File: src/rtl/vscale_periph_mux.sv
// HASTI slave-side fan-out: decodes one index field of haddr into N slave selects
// and routes the data-phase response back; unpopulated ports get a two-cycle ERROR.
module vscale_periph_mux #(
    parameter int unsigned SEL_BITS = 2,
    parameter int unsigned SEL_LSB  = 4,
    parameter logic [(2**SEL_BITS)-1:0] SLAVE_EN = '1,
    localparam int unsigned N        = 2**SEL_BITS,
    localparam int unsigned ADDR_W   = 32,
    localparam int unsigned BUS_W    = 32,
    localparam int unsigned SIZE_W   = 3,
    localparam int unsigned BURST_W  = 3,
    localparam int unsigned PROT_W   = 4,
    localparam int unsigned TRANS_W  = 2,
    localparam int unsigned RESP_W   = 1
) (
    input  logic                  clk,
    input  logic                  reset,

    input  logic                  hsel,
    input  logic [ADDR_W-1:0]     haddr,
    input  logic                  hwrite,
    input  logic [SIZE_W-1:0]     hsize,
    input  logic [BURST_W-1:0]    hburst,
    input  logic                  hmastlock,
    input  logic [PROT_W-1:0]     hprot,
    input  logic [TRANS_W-1:0]    htrans,
    input  logic [BUS_W-1:0]      hwdata,
    output logic [BUS_W-1:0]      hrdata,
    output logic                  hready,
    output logic [RESP_W-1:0]     hresp,

    output logic [N-1:0]          s_hsel,
    output logic [ADDR_W-1:0]     s_haddr,
    output logic                  s_hwrite,
    output logic [SIZE_W-1:0]     s_hsize,
    output logic [BURST_W-1:0]    s_hburst,
    output logic                  s_hmastlock,
    output logic [PROT_W-1:0]     s_hprot,
    output logic [TRANS_W-1:0]    s_htrans,
    output logic [BUS_W-1:0]      s_hwdata,
    input  logic [N*BUS_W-1:0]    s_hrdata,
    input  logic [N-1:0]          s_hready,
    input  logic [N*RESP_W-1:0]   s_hresp,

    output logic [7:0]            err_count,
    output logic [ADDR_W-1:0]     err_addr
);

    localparam logic [1:0] ST_NONE = 2'd0;
    localparam logic [1:0] ST_SLV  = 2'd1;
    localparam logic [1:0] ST_ERR1 = 2'd2;
    localparam logic [1:0] ST_ERR2 = 2'd3;

    logic [1:0]          r_state;
    logic [SEL_BITS-1:0] r_dp_idx;
    logic [7:0]          r_err_count;
    logic [ADDR_W-1:0]   r_err_addr;

    logic [1:0]          w_state_d;
    logic [SEL_BITS-1:0] w_dp_idx_d;
    logic [SEL_BITS-1:0] w_idx;
    logic                w_idx_en;
    logic                w_accept;
    logic                w_err_hit;
    logic                w_hready;
    logic [RESP_W-1:0]   w_hresp;
    logic [BUS_W-1:0]    w_hrdata;

    assign w_idx    = haddr[SEL_LSB +: SEL_BITS];
    assign w_idx_en = SLAVE_EN[w_idx];
    assign w_accept = hsel & w_hready;

    always_comb begin
        s_hsel = '0;
        for (int i = 0; i < int'(N); i++) begin
            s_hsel[i] = hsel & (w_idx == SEL_BITS'(i)) & SLAVE_EN[i];
        end
    end

    assign s_haddr     = haddr;
    assign s_hwrite    = hwrite;
    assign s_hsize     = hsize;
    assign s_hburst    = hburst;
    assign s_hmastlock = hmastlock;
    assign s_hprot     = hprot;
    assign s_htrans    = htrans;
    assign s_hwdata    = hwdata;

    // Response path is purely combinational from the registered data-phase routing.
    always_comb begin
        w_hready = 1'b1;
        w_hresp  = '0;
        w_hrdata = '0;
        case (r_state)
            ST_SLV: begin
                w_hready = s_hready[r_dp_idx];
                w_hresp  = s_hresp[r_dp_idx*RESP_W +: RESP_W];
                w_hrdata = s_hrdata[r_dp_idx*BUS_W +: BUS_W];
            end
            ST_ERR1: begin
                w_hready = 1'b0;
                w_hresp  = RESP_W'(1);
            end
            ST_ERR2: begin
                w_hresp  = RESP_W'(1);
            end
            default: ;
        endcase
    end

    assign hready = w_hready;
    assign hresp  = w_hresp;
    assign hrdata = w_hrdata;

    // htrans[1] set means NONSEQ or SEQ; IDLE/BUSY never raise a decode error.
    always_comb begin
        w_state_d  = r_state;
        w_dp_idx_d = r_dp_idx;
        w_err_hit  = 1'b0;
        if (r_state == ST_ERR1) begin
            w_state_d = ST_ERR2;
        end else if (w_hready) begin
            if (w_accept && htrans[1]) begin
                if (w_idx_en) begin
                    w_state_d  = ST_SLV;
                    w_dp_idx_d = w_idx;
                end else begin
                    w_state_d = ST_ERR1;
                    w_err_hit = 1'b1;
                end
            end else begin
                w_state_d = ST_NONE;
            end
        end
    end

    always_ff @(posedge clk or posedge reset) begin
        if (reset) begin
            r_state     <= ST_NONE;
            r_dp_idx    <= '0;
            r_err_count <= '0;
            r_err_addr  <= '0;
        end else begin
            r_state  <= w_state_d;
            r_dp_idx <= w_dp_idx_d;
            if (w_err_hit) begin
                r_err_addr <= haddr;
                if (r_err_count != 8'hFF) begin
                    r_err_count <= r_err_count + 8'd1;
                end
            end
        end
    end

    assign err_count = r_err_count;
    assign err_addr  = r_err_addr;

endmodule

File: config.mk
export PLATFORM = sky130hd
export DESIGN_NAME = vscale_periph_mux
export DESIGN_NICKNAME = d
export VERILOG_FILES = /design/src/rtl/vscale_periph_mux.sv
export SDC_FILE = /design/constraint.sdc
export NUM_CORES = 1
export LEC_CHECK = 0
export BUFFER_PORTS_ARGS = -buffer_cell sky130_fd_sc_hd__buf_2
export CAP_MARGIN = 20
export CORE_AREA = 2 2 146 148
export CTS_BUF_LIST = sky130_fd_sc_hd__clkbuf_16
export CTS_CLUSTER_SIZE = 25
export DETAILED_ROUTE_END_ITERATION = 6
export DIE_AREA = 0 0 148 150
export PLACE_DENSITY = 0.41
export RECOVER_POWER = 100
export SLEW_MARGIN = 20
export SYNTH_ARGS = -nofsm -noshare
export SYNTH_HDL_FRONTEND = slang
export SYNTH_SLANG_ARGS = --single-unit
File: constraint.sdc
create_clock -name clk -period 4.35 [get_ports clk]
set_clock_uncertainty 0.1 [all_clocks]
set_input_delay 0.2175 -clock clk [delete_from_list [all_inputs] [get_ports clk]]
set_output_delay 0.2175 -clock clk [all_outputs]
set_load 0.1 [all_outputs]
## Word level (Yosys, flattened, before mapping)

Index checks and enable logic that the tools add are counted.

- Bits in writable memories: 0
- Input port bits: 217
- Logic and storage cells: 43
- Register bits after elaboration: 44
- Output and inout port bits: 156
- Memory bits (read-only): 0
- Memories kept: 0
- Bits in latches: 0

- Order comparisons: 2
- Reduce and logical (&&, ||, !) cells: 6
- Equal/unequal tests: 7
- Add/sub/neg operators: 1
- Multiply operators: 0
- Bitwise operators: 6
- Muxes and demuxes: 15
- Div/mod/pow operators: 0
- Shift operators: 2

Operator list:

| operator | number |
|---|---|
| variable part select 128 x 8 -> 32 bit | 1 |
| two-way mux 32 bit | 1 |
| adder 8 x 1 -> 8 bit (second input constant) | 1 |
| equality test 2 bit (second input constant) | 4 |
| two-way mux 2 bit | 4 |
| inequality test 8 bit (second input constant) | 1 |
| < comparator 2 x 3 -> 1 bit (second input constant) | 2 |
| two-way mux 1 bit | 6 |
| bitwise AND 1 bit | 5 |
| binary-select mux 1 bit (select 2 bit) | 2 |
| equality test 2 x 1 -> 1 bit (second input constant) | 2 |
| one-hot mux 1 bit (2 select lines) | 2 |
| AND reduction 4 bit | 1 |
| variable part select 4 x 3 -> 1 bit | 1 |
| zero test 2 bit | 1 |
| AND reduction 2 bit | 1 |
| nonzero test 2 bit | 1 |
| OR reduction 2 bit | 1 |
| logical AND 1 bit | 1 |
| NOT 1 bit | 1 |

## Depth between registers and ports, before layout

Gate-level depths: netlist (run 1).

- Depth after elaboration: 9
- Gate-level depth with buffers: 5
- Gate-level depth less buffers: 4

## Least setup slack after synthesis (run 1)

Ideal clock, no wire load.

- Kind: input to output
- Start point: input port haddr[5]
- End point: output port s_hsel[0]
- Arrival time: 2430 ps
- Stages: 1
- Setup slack: 1603 ps
- Buffers on the path: 0
- Data required time: 4033 ps
- Cells stage by stage: nor3b_1

- Cells in the longest elaborated chain, start to end: 2

Ends and longest elaborated chain:

| what | line | RTL |
|---|---|---|
| start: declaration | 20 | `input logic [ADDR_W-1:0] haddr,` |
| zero test 2 bit | 76 | `s_hsel[i] = hsel & (w_idx == SEL_BITS'(i)) & SLAVE_EN[i];` |
| bitwise AND 1 bit | 76 |  |
| end: declaration | 32 | `output logic [N-1:0] s_hsel,` |

No other way between the ends.

## Worst setup path after layout (run 1)

- Start point: register r_dp_idx[0]
- End point: output port hready

- Cells in the longest elaborated chain, start to end: 3

Ends and longest elaborated chain:

| what | line | RTL |
|---|---|---|
| start: declaration | 55 | `logic [SEL_BITS-1:0] r_dp_idx;` |
| start signal: assignment | 145 | `r_dp_idx <= w_dp_idx_d;` |
| binary-select mux 1 bit (select 2 bit) | 96 | `w_hready = s_hready[r_dp_idx];` |
| two-way mux 1 bit (not written as such) | 96 |  |
| one-hot mux 1 bit (2 select lines) | 94 | `case (r_state)` |
| end: declaration | 29 | `output logic hready,` |

No other way between the ends. The select of a mux whose other input is x is not followed.

==> results of run 1 <==
==> report_power, final <==
part           internal (W)  switching (W)
logic              0.000380        0.00111
registers         0.0000464       0.000113
clock network      0.000119      0.0000317
total              0.000546        0.00126
==> synth_stat cells <==
cell       instances
mux4_2            33
conb_1             1
a21o_1             1
nand2_1            3
nor3b_1            1
and2_1             2
nor2_1             5
nor2b_1           34
a221oi_2           1
nand2b_1           1
dfrtp_1            4
and3b_1            1
a22o_1             1
mux2_4             1
or2_2              1
buf_2              2
a211oi_1           1
clkbuf_1           4
o21bai_1           1
and3_1             1
buf_6              1
buf_4            122
a2111oi_0          1
mux2i_1            2
inv_1              1
==> cells in the final DEF, fill, tap and decap left out, drive strengths merged <==
master       netlist  layout
mux2               1       1
and3b              1       1
and2               2       2
dlygate4sd3        0       1
clkbuf             4      37
buf              125     150
a2111oi            1       1
diode              0       1
mux2i              2       2
a211oi             1       1
a221oi             1       1
nand2              3       3
or2                1       1
mux4              33      33
o21bai             1       1
a21o               1       1
dfrtp              4       4
nand2b             1       1
nor3b              1       1
inv                1       2
a22o               1       1
and3               1       1
nor2               5       5
nor2b             34      34
conb               1      40
==> routing by layer <==
metal	global-route usage	routed length (µm)	vias to the layer above	share of wire
met3	0.0229	988	40	0.12
li1	-	-	823	-
met2	0.124	3950	159	0.50
met5	0	12	-	0.0015
met4	0.0486	453	2	0.057
met1	0.0572	2560	838	0.32
==> worst max path at each step <==
stage / start / end / slack, ns / cells after the start
CTS: r_dp_idx[0] / hrdata[14] / 1.38 / 4
global placement: r_dp_idx[0] / hrdata[14] / 1.64 / 4
global route: r_dp_idx[0] / hready / 0.83 / 4
detailed placement: r_dp_idx[0] / hrdata[14] / 1.63 / 4
finish: r_dp_idx[0] / hready / 1.16 / 4
floorplan: haddr[5] / s_hsel[0] / 1.60 / 1
==> flip-flops by register name (all words and copies together), names as in the netlist <==
signal,flops
r_dp_idx,2
r_state,2
==> logic make-up (layout without fill, tap and decap cells) <==
group / Yosys count / in the layout
buf+inv: 130 / 190
flops: 4 / 4
compound gates: 6 / 6
simple gates: 49 / 49
other cells: 1 / 41
mux: 36 / 36
==> cell type report <==
type                       instances  share of cell area
clock inverter                     1             0.00140
sequential                         4              0.0381
antenna                            1            0.000930
clock buffer                       3              0.0279
inverter                           1             0.00140
tap                              275               0.128
multi-input combinational        131               0.471
timing repair buffer             185               0.331
==> through the flow <==
step / utilization / hold slack, ns / instance area (µm²) / cells
finish: 0.130 / 0.199 / 2690 / 601
global route: 0.130 / 0.234 / 2690 / 601
CTS: 0.132 / 0.210 / 2740 / 600
detailed placement: 0.128 / 0.0317 / 2650 / 595
global placement: 0.128 / 0.0386 / 2650 / 595
floorplan: - / -0.116 / 2330 / 265
==> flow_summary.json, run 1 <==
{
  "status": "finished clean",
  "critPathSlowestCell": "dfrtp_2",
  "dieWidth_um": 148,
  "synth-seq-cells": 4,
  "path_class": "register to output pin",
  "holdPathEnd": "r_dp_idx[0]",
  "drt_first_iter_violations": 30,
  "finalCritPeriodShare": 0.734,
  "wl_um": 7970,
  "place.gp.congestion": 0.730,
  "grt_first_pass_wirelength_um": 10800,
  "timing.reg2reg.worst_path_depth": 4,
  "end_kind": "output pin",
  "vias_per_cell": 3.10,
  "relSlewSlack": 0.186,
  "dr.pass1.iters": 2,
  "grt_overflow": 0,
  "io-pin-count": 373,
  "cts.path.max_buffers": 2,
  "max_freq_mhz": 313,
  "yosys_warnings": 0,
  "multiInputGateArea_mm2": 0.00127,
  "regArea_um2": 103,
  "portBuffers": 182,
  "synthMuxAreaShare": 0.356,
  "ys_types": 25,
  "drv_slew": 0,
  "r2r-end": "r_dp_idx[0]",
  "power_density_mw_per_mm2": 670,
  "report.power.total_w": 0.00180,
  "grtUsageTotal": 0.0658,
  "synth_top_area_cell": "buf_4",
  "synth_xor_area_frac": 0,
  "peakVddDrop_mv": 0.154,
  "grt_pass1_vias": 1893,
  "clk_pin_slew_ns": 0.03,
  "cts_tree": "done",
  "min_delay_path_depth": 2,
  "yosys.area_share.simple": 0.133,
  "cts_buffers": 3,
  "path_cells": "mux2i_1, a221oi_1, or2_2, clkbuf_1",
  "clkLatencyLatePin_ns": 0.23,
  "r2r_setup_slack_ns": 2.11,
  "antenna_left": 0,
  "synthCells": 226,
  "drv_cap": 0,
  "setup.worst_path.start_class": "register",
  "synth_top_family_by_area": "buffers and inverters",
  "worstPathArrival_ns": 2.87,
  "start_util": 0.106,
  "yosysSeqAreaShare": 0.0458,
  "syn_area_per_cell_um2": 9.66,
  "hold_viol": 0,
  "synth-compound-area-share": 0.0252,
  "drive_above_1_share": 0.585,
  "core_mm2": 0.0207,
  "die_area_mm2": 0.0222,
  "cts.hold.buffers_added": 1,
  "worstMarginPinSlew_ns": 1.23,
  "die_h_um": 150,
  "cts_root_buf": "clkbuf_16",
  "num-fill-cells": 2409,
  "setup_viol": 0,
  "hold_path.class": "input pin to register",
  "fin_tns_setup_ns": 0,
  "synth_area_mm2": 0.00218,
  "cp_num_buf_inv": 1,
  "rsz0062_at_grt": "false",
  "place_ws_ns": 1.63,
  "nets": 543,
  "grt_start_max_net_pins": 38,
  "drc": 0,
  "num_vias": 1862,
  "cts.repair.resized": 0,
  "rows": 53,
  "antenna_found_initial": 2,
  "area_delta_synth_final_pct": 23.2,
  "cts_max_level": 1,
  "synthAdderAreaFrac": 0,
  "cts_sinks": 4,
  "cpLargestDelayFamily": "flip-flops",
  "crit_fanout": 28,
  "cts_setup_buffers": 0,
  "synth.top_cell.area_share": 0.419,
  "wl_per_cell_um": 13.3,
  "worstReg2RegStart": "r_dp_idx[0]",
  "p_leak_nw": 1.23,
  "fin_crit_ns": 3.19,
  "hpwl_um": 6840,
  "required_ns": 4.03,
  "cpPeakStageDelay_ns": 0.98,
  "min-delay-start": "haddr[4]",
  "setup_ws_ns": 1.16,
  "synth_area_leaders": "buf_4 (42%), mux4_2 (34%), nor2b_1 (9.7%)"
}
Note: power is estimated with default switching activity, not from simulation.
==> run 2, diff against run 1 <==
--- a/config.mk
+++ b/config.mk
@@ -5,6 +5,7 @@
 export SDC_FILE = /design/constraint.sdc
 export NUM_CORES = 1
 export LEC_CHECK = 0
+export ABC_AREA = 1
 export BUFFER_PORTS_ARGS = -buffer_cell sky130_fd_sc_hd__buf_2
 export CAP_MARGIN = 20
 export CORE_AREA = 2 2 146 148
@@ -12,7 +13,7 @@
 export CTS_CLUSTER_SIZE = 25
 export DETAILED_ROUTE_END_ITERATION = 6
 export DIE_AREA = 0 0 148 150
-export PLACE_DENSITY = 0.41
+export PLACE_DENSITY = 0.43
 export RECOVER_POWER = 100
 export SLEW_MARGIN = 20
 export SYNTH_ARGS = -nofsm -noshare
==> constraint.sdc (replaced) <==
create_clock -name clk -period 2.8 [get_ports clk]
set_clock_uncertainty 0.1 [all_clocks]
set_input_delay 0.14 -clock clk [delete_from_list [all_inputs] [get_ports clk]]
set_output_delay 0.14 -clock clk [all_outputs]
set_load 0.1 [all_outputs]
==> flow_summary.json, run 2 <==
{
  "rsz0062_at_grt": "false",
  "clkLatencyLatePin_ns": 0.22,
  "die_h_um": 150,
  "fin_util": 0.140,
  "relSlewSlack": 0.230,
  "worstPathArrival_ns": 2.25,
  "synth_edf_count": 0,
  "portBuffers": 182,
  "hold_path.class": "input pin to register",
  "final_common_cell": "buf_2",
  "grt_start_max_net_pins": 39,
  "grt_first_pass_wirelength_um": 14200,
  "dr.pass1.iters": 4,
  "die_area_mm2": 0.0222,
  "cts.path.max_buffers": 2,
  "fin_crit_ns": 2.49,
  "power_density_mw_per_mm2": 976,
  "wl_per_cell_um": 13.3,
  "synthCells": 413,
  "dieWidth_um": 148,
  "antenna_left": 0,
  "p_leak_nw": 1.47,
  "clk_pin_slew_ns": 0.03,
  "min-delay-start": "hsel",
  "max_freq_mhz": 401,
  "place.gp.congestion": 0.741,
  "hold_viol": 0,
  "r2r-end": "r_state[0]",
  "cts_max_level": 1,
  "drv_cap": 0,
  "report.power.total_w": 0.00283,
  "yosysMostFrequentCell": "nor2_1",
  "syn_area_per_cell_um2": 5.60,
  "cts_root_buf": "clkbuf_16",
  "r2r_setup_slack_ns": 0.86,
  "path_class": "register to output pin",
  "synth_area_mm2": 0.00231,
  "setup.worst_path.start_class": "register",
  "synth_area_leaders": "buf_4 (40%), nor2_1 (21%), o21ai_0 (8.2%)",
  "hpwl_um": 8230,
  "peakVddDrop_mv": 0.414,
  "worstMarginPinSlew_ns": 1.16,
  "antenna_found_initial": 1,
  "end_kind": "output pin",
  "synthFlopType": "dfrtp_1",
  "required_ns": 2.56,
  "rows": 53,
  "grt_pass1_vias": 2553,
  "drc": 0,
  "area_delta_synth_final_pct": 25.4,
  "drv_slew": 0,
  "core_mm2": 0.0207,
  "min_delay_path_depth": 3,
  "vias_per_cell": 3.45,
  "grt_overflow": 0,
  "num_vias": 2678,
  "cts_setup_buffers": 0,
  "cts_tree": "done",
  "setup_viol": 0,
  "grtUsageTotal": 0.0835,
  "nets": 719,
  "start_util": 0.112,
  "yosys_warnings": 0,
  "holdPathEnd": "r_state[0]",
  "synth-seq-cells": 4,
  "num-fill-cells": 2476,
  "layout_common_cells": "buf_2 (140), nor2_1 (131), conb_1 (40), o21ai_0 (38), a21oi_1 (33)",
  "worstReg2RegStart": "r_dp_idx[0]",
  "synth_top_area_cell": "buf_4",
  "drive_above_1_share": 0.385,
  "cts_buffers": 3,
  "drt_first_iter_violations": 75,
  "synthTopCellsByCount": "nor2_1 (131), buf_4 (122), o21ai_0 (38), a21oi_1 (32), o21ai_1 (28)",
  "finalCritPeriodShare": 0.891,
  "yosysSeqAreaShare": 0.0432,
  "wl_um": 10300,
  "cts.repair.resized": 0,
  "timing.reg2reg.worst_path_depth": 7,
  "crit_fanout": 35,
  "top_regs": "r_dp_idx: 2 flops, r_state: 2 flops",
  "async_reset_ff_frac": 1.00,
  "cts_sinks": 4,
  "fin_tns_setup_ns": 0,
  "status": "finished clean",
  "io-pin-count": 373,
  "synth.top_cell.area_share": 0.396,
  "ys_types": 22
}
## run 2: cell types whose count changed after synthesis, sizes merged, moves of 4 or more
| cell | delta |
|---|---|
| buf | +9 |
| a21oi | +33 |
| clkbuf | +5 |
| nor3 | +4 |
| nor2 | +126 |
| o21ai | +66 |
| inv | +9 |
| nor2b | -34 |
| mux4 | -33 |
| nand2 | +12 |
## run 2: power by group
part           internal [W]  total (W)  switching [W]
Sequential        0.0000716  0.0000831      0.0000115
Combinational      0.000506    0.00252        0.00202
Clock              0.000185   0.000227      0.0000424
## run 2: cell type report
| class | instances | area (µm²) | area share |
|---|---|---|---|
| antenna | 1 | 2.50 | 0.000862 |
| multi-input combinational | 295 | 1270 | 0.438 |
| clock buffer | 3 | 75.1 | 0.0259 |
| timing repair buffer | 188 | 1060 | 0.367 |
| inverter | 10 | 40.0 | 0.0138 |
| tap | 275 | 344 | 0.119 |
| clock inverter | 1 | 3.75 | 0.00129 |
| sequential | 4 | 103 | 0.0354 |
## run 2: worst max path at each step
stage	start	slack, ns	endpoint
after CTS	r_dp_idx[0]	0.46	hrdata[0]
after global placement	r_dp_idx[0]	0.74	hrdata[0]
after global routing	r_dp_idx[1]	0.19	hrdata[24]
final	r_dp_idx[1]	0.31	hrdata[24]
after detailed placement	r_dp_idx[0]	0.72	hrdata[0]
after floorplan	r_dp_idx[0]	0.18	hrdata[21]
## run 2: logic make-up (layout without fill, tap and decap cells)
logic type,after synthesis,after routing,share of synthesized area
simple gates,155,155,0.266
buf+inv,153,202,0.471
compound gates,100,100,0.218
flops,4,4,0.0432
other cells,1,41,0.00162
## run 2: critical path, stage by stage (launching register included)
cell and delay (ns):
dfrtp_2 0.39, clkbuf_2 0.53, nor2_1 0.23, o21ai_0 0.19
a21oi_1 0.19, clkbuf_2 0.49
## run 2: stage by stage
step / setup WS, ns / hold WS, ns / instances / cell area, µm²
2_1_floorplan: 0.176 / -0.194 / 452 / 2460
3_3_place_gp: 0.740 / -0.0494 / 771 / 3230
3_5_place_dp: 0.720 / -0.0500 / 771 / 3230
4_1_cts: 0.463 / 0.0785 / 776 / 3320
5_1_grt: 0.190 / 0.0937 / 776 / 2900
6_report: 0.306 / 0.0723 / 777 / 2900
## run 2: timing repair
action                                 4_1_cts  5_1_grt
hold buffers                                 1        0
setup endpoints to repair                    0        0
endpoints found under the hold margin        4        0
## run 2: layer usage
layer  global-route usage  share of wire  wire, µm  vias up
met3               0.0235          0.092       953       52
met1               0.0868           0.37      3790     1129
met2                0.150           0.48      5010      163
met5                    0              0         0        -
met4               0.0505          0.057       590        0
li1                     -              -         -     1334
